<file path="src/rtl/xconv_pkg.sv">
// Shared types and width helpers for the narrow-to-wide beat packer.
package xconv_pkg;

    typedef enum logic [1:0] {
        EMPTY   = 2'd0,
        FILLING = 2'd1,
        FULL    = 2'd2
    } pack_state_t;

    // Width of a lane index for a word holding dwm narrow beats.
    function automatic int lane_width(input int dwm);
        return (dwm > 1) ? $clog2(dwm) : 1;
    endfunction

    // Bit position in a byte address where the narrow-beat lane index starts.
    function automatic int lsb_index(input int dwidth_s);
        return $clog2(dwidth_s / 8);
    endfunction

endpackage

</file>
<file path="src/rtl/xconv_lane_demux.sv">
// Turns a binary lane index into a one-hot lane write enable, active only on an accepted beat.
module xconv_lane_demux
    import xconv_pkg::*;
#(
    parameter int DWM    = 8,
    parameter int CWIDTH = lane_width(DWM)
) (
    input  logic [CWIDTH-1:0] lane,
    input  logic              accept,
    output logic [DWM-1:0]    lane_we
);

    always_comb begin
        lane_we = '0;
        for (int i = 0; i < DWM; i++) begin
            if (accept && (lane == CWIDTH'(i))) begin
                lane_we[i] = 1'b1;
            end
        end
    end

endmodule

</file>
<file path="src/rtl/xconverter_upsize.sv">
// Narrow-to-wide beat packer for the DMA read-return path.
// Define XCONV_UPSIZE_ZERO_FILL_EN to clear the pack data register on each transfer.
module xconverter_upsize
    import xconv_pkg::*;
#(
    parameter int DWIDTH_S = 32,
    parameter int DWIDTH_D = 256,
    parameter int DWADDR   = 32
) (
    input  logic                    xclk,
    input  logic                    xreset,
    input  logic                    s_valid,
    output logic                    s_ready,
    input  logic [DWIDTH_S-1:0]     s_data,
    input  logic [DWADDR-1:0]       s_addr,
    input  logic [DWIDTH_S/8-1:0]   s_strb,
    input  logic                    s_last,
    output logic                    m_valid,
    input  logic                    m_ready,
    output logic [DWIDTH_D-1:0]     m_data,
    output logic [DWADDR-1:0]       m_addr,
    output logic [DWIDTH_D/8-1:0]   m_strb,
    output logic                    m_last
);

    localparam int DWM    = DWIDTH_D / DWIDTH_S;
    localparam int CWIDTH = lane_width(DWM);
    localparam int LSB    = lsb_index(DWIDTH_S);
    localparam int SB     = DWIDTH_S / 8;
    localparam int DB     = DWIDTH_D / 8;
    localparam logic [DWADDR-1:0] WORD_MASK = ~DWADDR'(DB - 1);

    pack_state_t         state_q;
    pack_state_t         state_d;
    logic [CWIDTH-1:0]   lane_q;
    logic [CWIDTH-1:0]   beat_lane;
    logic [DWM-1:0]      lane_we;
    logic [DWIDTH_D-1:0] pack_data;
    logic [DB-1:0]       pack_strb;
    logic [DWADDR-1:0]   pack_addr;
    logic                pack_last;
    logic                out_free;
    logic                transfer;
    logic                accept;
    logic                first_beat;
    logic                closing;

    assign out_free   = ~m_valid | m_ready;
    assign transfer   = (state_q == FULL) & out_free;
    assign s_ready    = (state_q != FULL) | out_free;
    assign accept     = s_valid & s_ready;
    // Any beat that is not continuing a partial word starts a new one and takes its lane from the address.
    assign first_beat = (state_q != FILLING);
    assign beat_lane  = first_beat ? s_addr[LSB +: CWIDTH] : lane_q;
    assign closing    = (beat_lane == {CWIDTH{1'b1}}) | s_last;

    xconv_lane_demux #(
        .DWM    (DWM),
        .CWIDTH (CWIDTH)
    ) u_lane_demux (
        .lane    (beat_lane),
        .accept  (accept),
        .lane_we (lane_we)
    );

    always_ff @(posedge xclk) begin
        if (xreset) begin
            state_q <= EMPTY;
        end else begin
            state_q <= state_d;
        end
    end

    always_comb begin
        state_d = state_q;
        case (state_q)
            EMPTY, FILLING: begin
                if (accept) state_d = closing ? FULL : FILLING;
            end
            FULL: begin
                if (transfer) state_d = accept ? (closing ? FULL : FILLING) : EMPTY;
            end
            default: state_d = EMPTY;
        endcase
    end

    // Lane writes land after the transfer clear so a same-cycle first beat survives.
    always_ff @(posedge xclk) begin
        if (xreset) begin
            pack_strb <= '0;
            pack_addr <= '0;
            pack_last <= 1'b0;
            lane_q    <= '0;
        end else begin
            if (transfer) pack_strb <= '0;
            for (int i = 0; i < DWM; i++) begin
                if (lane_we[i]) pack_strb[i*SB +: SB] <= s_strb;
            end
            if (accept) begin
                lane_q <= beat_lane + 1'b1;
                if (first_beat) pack_addr <= s_addr & WORD_MASK;
                if (closing)    pack_last <= s_last;
            end
        end
    end

    always_ff @(posedge xclk) begin
`ifdef XCONV_UPSIZE_ZERO_FILL_EN
        if (xreset || transfer) pack_data <= '0;
`endif
        for (int i = 0; i < DWM; i++) begin
            if (lane_we[i] && !xreset) pack_data[i*DWIDTH_S +: DWIDTH_S] <= s_data;
        end
    end

    always_ff @(posedge xclk) begin
        if (xreset) begin
            m_valid <= 1'b0;
            m_data  <= '0;
            m_addr  <= '0;
            m_strb  <= '0;
            m_last  <= 1'b0;
        end else if (transfer) begin
            m_valid <= 1'b1;
            m_data  <= pack_data;
            m_addr  <= pack_addr;
            m_strb  <= pack_strb;
            m_last  <= pack_last;
        end else if (m_ready) begin
            m_valid <= 1'b0;
        end
    end

endmodule

</file>
<file path="config.mk">
export PLATFORM = sky130hd
export DESIGN_NAME = xconverter_upsize
export DESIGN_NICKNAME = d
export VERILOG_FILES = /design/src/rtl/xconv_pkg.sv /design/src/rtl/xconv_lane_demux.sv /design/src/rtl/xconverter_upsize.sv
export SDC_FILE = /design/constraint.sdc
export NUM_CORES = 1
export LEC_CHECK = 0
export CELL_PAD_IN_SITES_DETAIL_PLACEMENT = 1
export CELL_PAD_IN_SITES_GLOBAL_PLACEMENT = 1
export CORE_MARGIN = 3
export CORE_UTILIZATION = 40
export DETAILED_ROUTE_END_ITERATION = 16
export PLACE_DENSITY_LB_ADDON = 0.3
export SYNTH_ARGS = -nofsm -noshare
export SYNTH_HDL_FRONTEND = slang
export SYNTH_SLANG_ARGS = --single-unit
</file>
<file path="constraint.sdc">
create_clock -name xclk -period 9.1 [get_ports xclk]
set_input_delay 1.82 -clock xclk [delete_from_list [all_inputs] [get_ports xclk]]
set_output_delay 1.82 -clock xclk [all_outputs]
set_load 0.03 [all_outputs]
</file>
# Word level (Yosys, flattened, before mapping)
# Cells that the tools add are included.
# classes
n_bitwise	6
n_mux	25
n_reduce_logical	32
n_addsub	1
n_eq_ne	13
# ops
operator	n
$mux W32	1
$mux W4	8
$reduce_bool A2 Y1	9
$logic_and A1 B1 Y1	16
$eq A3 B3 Y1 const B	4
$mux W1	10
$mux W2	4
$eq A3 B2 Y1 const B	2
$ne A2 B2 Y1 const B	3
$reduce_and A2 Y1	3
$pmux W2 S2	1
$add A3 B1 Y3 const B	1
$eq A3 B1 Y1 const B	1
$logic_not A3 Y1	1
$mux W3	1
$or A1 B1 Y1	3
$and A1 B1 Y1	2
$eq A2 B1 Y1 const B	1
$eq A2 B2 Y1 const B	1
$logic_not A2 Y1	1
$ne A2 B1 Y1 const B	1
$reduce_or A2 Y1	1
$logic_not A1 Y1	1
$not A1 Y1	1
# word_totals
in_bits	73
word_cells	102
output_inout_bits	323
register_bits	638

# Longest topological paths before layout
# logic_depth
ltp_word	8
ltp_mapped	10
depth_no_buf	9

# Hierarchy
# A second synthesis with hierarchy kept.
# hier_totals
cells_unflattened	2074
hier_area_um2	22703.0
# by_module_without_submodules
mod	instances	cells_per_inst	seq_area_each_um2	area_each_um2
xconverter_upsize	1	2066	15334.7	22606.7
xconv_lane_demux	1	8	0.0	96.3

# Worst setup path after synthesis
# OpenSTA, ideal clock, no wires.
# synth_path
path_kind	input -> register
from	in m_ready
to	reg pack_data[100] (enable)
setup_ns	0.468
n_path_buf	2
t_arrival_ns	4.982
stages	5
required_time_ns	8.632
path_slack_ns	3.650
path_cell_list	nand4bb_1 > buf_2 > buf_2 > nand2_1 > nor3b_1
# synth_between
elab_chain_cells	6
# synth_lines
element	line_no	rtl
from (decl)	xconverter_upsize.sv:19	input logic m_ready,
$or A1 B1 Y1	xconverter_upsize.sv:48	assign out_free = ~m_valid | m_ready;
$or A1 B1 Y1	xconverter_upsize.sv:50	assign s_ready = (state_q != FULL) | out_free;
named net s_ready	xconverter_upsize.sv:13	output logic s_ready,
$and A1 B1 Y1	xconverter_upsize.sv:51	assign accept = s_valid & s_ready;
$logic_and A1 B1 Y1	xconv_lane_demux.sv:16	if (accept && (lane == CWIDTH'(i))) begin
$mux W1	xconv_lane_demux.sv:16	
$logic_and A1 B1 Y1	xconverter_upsize.sv:112	if (lane_we[i] && !xreset) pack_data[i*DWIDTH_S +: DWIDTH_S] <= s_data;
to (signal, indexed assignment)	xconverter_upsize.sv:112	
to (decl)	xconverter_upsize.sv:38	logic [DWIDTH_D-1:0] pack_data;
# The timed path passes the listed nets, and every way through them passes these cells.
# A chain may end at the register's enable or synchronous reset.

# Final worst setup path
# layout_path
from	in m_ready
to	out s_ready
# layout_between
elab_chain_cells	2
# layout_lines
element	line_no
$or A1 B1 Y1	xconverter_upsize.sv:48
$or A1 B1 Y1	xconverter_upsize.sv:50
to (decl)	xconverter_upsize.sv:13
# No other way between the ends.

==> reports/metrics.csv <==
stage,metric,value,unit
worst_hold_path,Worst Hold Class,register to register,
power_and_ir_drop,sequential power share,50.0,%
clock_tree,worst-skew pair later-pin latency,0.59,ns
clock_tree,clock slew seen by the registers of the worst setup and hold paths,0.06,ns
power_and_ir_drop,Combinational Power Share,6.8,%
timing,RSZ-0062 raised after global routing,false,
floorplanning,I/O pin cnt,396,
yosys,"Distinct cells, synth",31,
run,maxcap violations,0,
finish,"Design Area, Final",27500,um^2
finish,Fillers,5441,
timing,Tcrit/Tclk final,62.9,%
clock_tree,CTS root buffer,clkbuf_16,
timing,Max Clk Rate,175,MHz
floorplanning,die area,55200,um^2
timing,Final TNS setup,0,ns
timing,final hold violations,0,
timing,max_slew headroom,26.1,%
yosys,YS warnings,0,
clock_tree,Longest Clk Path Bufs,3,
placement,gpl congestion,0.767,
floorplanning,Initial Util,40.7,%
route,1st-iter DRT viols,798,
power_and_ir_drop,Switch Pwr,1410,uW
global_routing,largest net degree at the start of global routing,158,
global_routing,vias in the first global route,16000,
floorplanning,height of the die,235,um
timing,min cycle time layout,5.72,ns
timing,worst-margin pin slew,1.11,ns
yosys,synthesized area,21000,um^2
yosys,"EDFF count, synth",256,
yosys,#FFs+latches synth,638,
worst_setup_path,CP Max Fanout,21,
timing,max-slew violations,0,
clock_tree,hold buffer count at CTS,0,
route,final wirelength,62700,um
yosys,syn_area_per_cell,11.0,um^2
finish,layout cells sized above 1,5.45,%
finish,fin util,53.3,%
floorplanning,DIE WIDTH,235,um
floorplanning,core footprint,51600,um^2
yosys,most used flip-flop cell after synthesis,dfxtp_1,
clock_tree,H-tree depth,3,
route,First-pass DRT Iterations,5,
placement,post-DP HPWL,39200,um
status,status,"finished, final reports clean",
clock_tree,post-cts resize count,0,
clock_tree,CTS Sinks,638,
clock_tree,number of setup buffers added after CTS,0,
timing,"Setup violations, final",0,
worst_setup_path,crit end category,output pin,
clock_tree,TritonCTS Buffers,67,
yosys,"FFs w/ async S/R, synth",0,%
worst_setup_path,crit path kind,input port to output pin,
yosys,sequential fraction of the synthesis area,73.1,%
finish,Nets,2339,
power_and_ir_drop,Lkg Pwr,0.00916,uW
timing,clk_skew,0.0176,ns
power_and_ir_drop,internal power,4760,uW
finish,Layout area overhead,31.1,%
power_and_ir_drop,pwr dens,224,nW/um^2
power_and_ir_drop,switching part of the total,22.8,%
power_and_ir_drop,Max VDD drop,0.155,mV
worst_setup_path,CP arrival,3.90,ns
global_routing,global-route congestion overflow total,0,
clock_tree,CTS tree,done,
route,vias per cell,5.08,
route,Wirelength per Cell,21.0,um
global_routing,initial antenna violation count,1,
worst_setup_path,CP required,7.28,ns
route,DRC,0,
global_routing,GRT Util Overall,22.1,%
floorplanning,cell row count,83,
worst_setup_path,startpoint types,input port,
route,via count,15200,
global_routing,first-pass GRT wire length,95400,um
route,Final ANT Viol Nets,0,
yosys,Syn Inst Count,1912,
power_and_ir_drop,Clk network pwr share,43.2,%
placement,Buffers on Ports,388,
placement,area post-placement,25400,um^2
-- final timing paths --
kind,from,to,slack (ns),cells after the start
setup / recovery,m_ready,s_ready,3.38,3
hold / removal,pack_addr[20],m_addr[20],0.45,2
setup reg to reg,state_q[1],pack_data[27],5.77,7
hold reg to reg,pack_addr[20],m_addr[20],0.45,2
-- placed cells by master, fill, tap and decap left out, types with 9 or more instances in the layout --
| master | Yosys | layout |
|---|---|---|
| a21oi_1 | 365 | 365 |
| a22o_1 | 24 | 24 |
| buf_4 | 5 | 15 |
| clkbuf_1 | 71 | 23 |
| clkbuf_16 | 0 | 71 |
| clkbuf_8 | 0 | 11 |
| clkdlybuf4s50_1 | 0 | 387 |
| clkinv_2 | 0 | 9 |
| dfxtp_1 | 382 | 382 |
| edfxtp_1 | 256 | 256 |
| nand2_1 | 699 | 699 |
| nand3_1 | 16 | 16 |
-- worst max-delay path, stage by stage --
cell and delay, ns:
clkdlybuf4s50_1 0.45, nand4bb_1 0.79, clkdlybuf4s50_1 0.84
-- sequential cells by signal (all words and copies together) (netlist names) --
signal / count
pack_strb: 32
m_data: 256
pack_last: 1
m_strb: 32
m_last: 1
pack_data: 256
m_addr: 27
pack_addr: 27
lane_q: 3
m_valid: 1
state_q: 2
-- stage by stage --
stage / hold WS [ns] / cells / power (uW) / worst slack (ns)
after global routing: 0.470 / 2992 / 6390 / 3.25
after CTS: 0.454 / 2992 / 6240 / 3.37
final: 0.449 / 2993 / 6170 / 3.38
after floorplan: 0.432 / 1916 / 3370 / 3.65
after global placement: 0.438 / 2871 / 3560 / 3.47
after detailed placement: 0.446 / 2871 / 3570 / 3.37
-- cell families (layout without fill, tap and decap cells) --
| kind of cell | count (synthesis) | count (layout) | synth area share (%) |
|---|---|---|---|
| and+or+nand+nor | 738 | 738 | 13.7 |
| DFF | 638 | 638 | 73.1 |
| AOI/OAI and AO/OA | 393 | 393 | 9.85 |
| buffers and inverters | 133 | 529 | 2.75 |
| adders and majority gates | 6 | 6 | 0.358 |
| muxes | 3 | 3 | 0.209 |
| other | 1 | 6 | 0.0179 |
-- power groups by stage --
stage,registers [uW],logic [uW],clock network [uW]
global placement,3140,416,0
CTS,3080,428,2730
floorplan,3210,153,0
detailed placement,3140,426,0
finish,3080,422,2660
global route,3090,454,2850
-- cells in the mapped netlist (2+ instances only) --
cell,instances,area [um^2]
nor3_4,3,48.8
nand2_1,699,2620
nand3_1,16,80.1
clkbuf_1,71,267
a22o_1,24,210
nor3b_1,2,15.0
a21oi_1,365,1830
buf_1,11,41.3
edfxtp_1,256,7690
nand2b_1,4,25.0
inv_1,2,7.51
nor3_1,3,15.0
ha_1,6,75.1
dfxtp_1,382,7650
and3_1,6,37.5
nor2_1,2,7.51
buf_4,5,37.5
buf_2,42,210
-- final cells by class --
cell class / count / area, um^2 / area share, %
tap: 680 / 851 / 3.09
inverter: 3 / 11.3 / 0.0409
multi-input combinational: 1145 / 5120 / 18.6
antenna: 1 / 2.50 / 0.00910
clock buffer: 105 / 2010 / 7.32
clock inverter: 16 / 134 / 0.487
timing repair buffer: 405 / 4040 / 14.7
sequential: 638 / 15300 / 55.7
-- routing by layer --
| layer | GRT usage, % | up-vias | part of all wire, % |
|---|---|---|---|
| li1 | - | 7105 | - |
| met1 | 26.5 | 7555 | 40 |
| met2 | 37.6 | 439 | 49 |
| met3 | 6.53 | 116 | 7.4 |
| met4 | 8.74 | 0 | 3.3 |
| met5 | 0 | - | 0 |
Power figures use the tool's default switching activity.
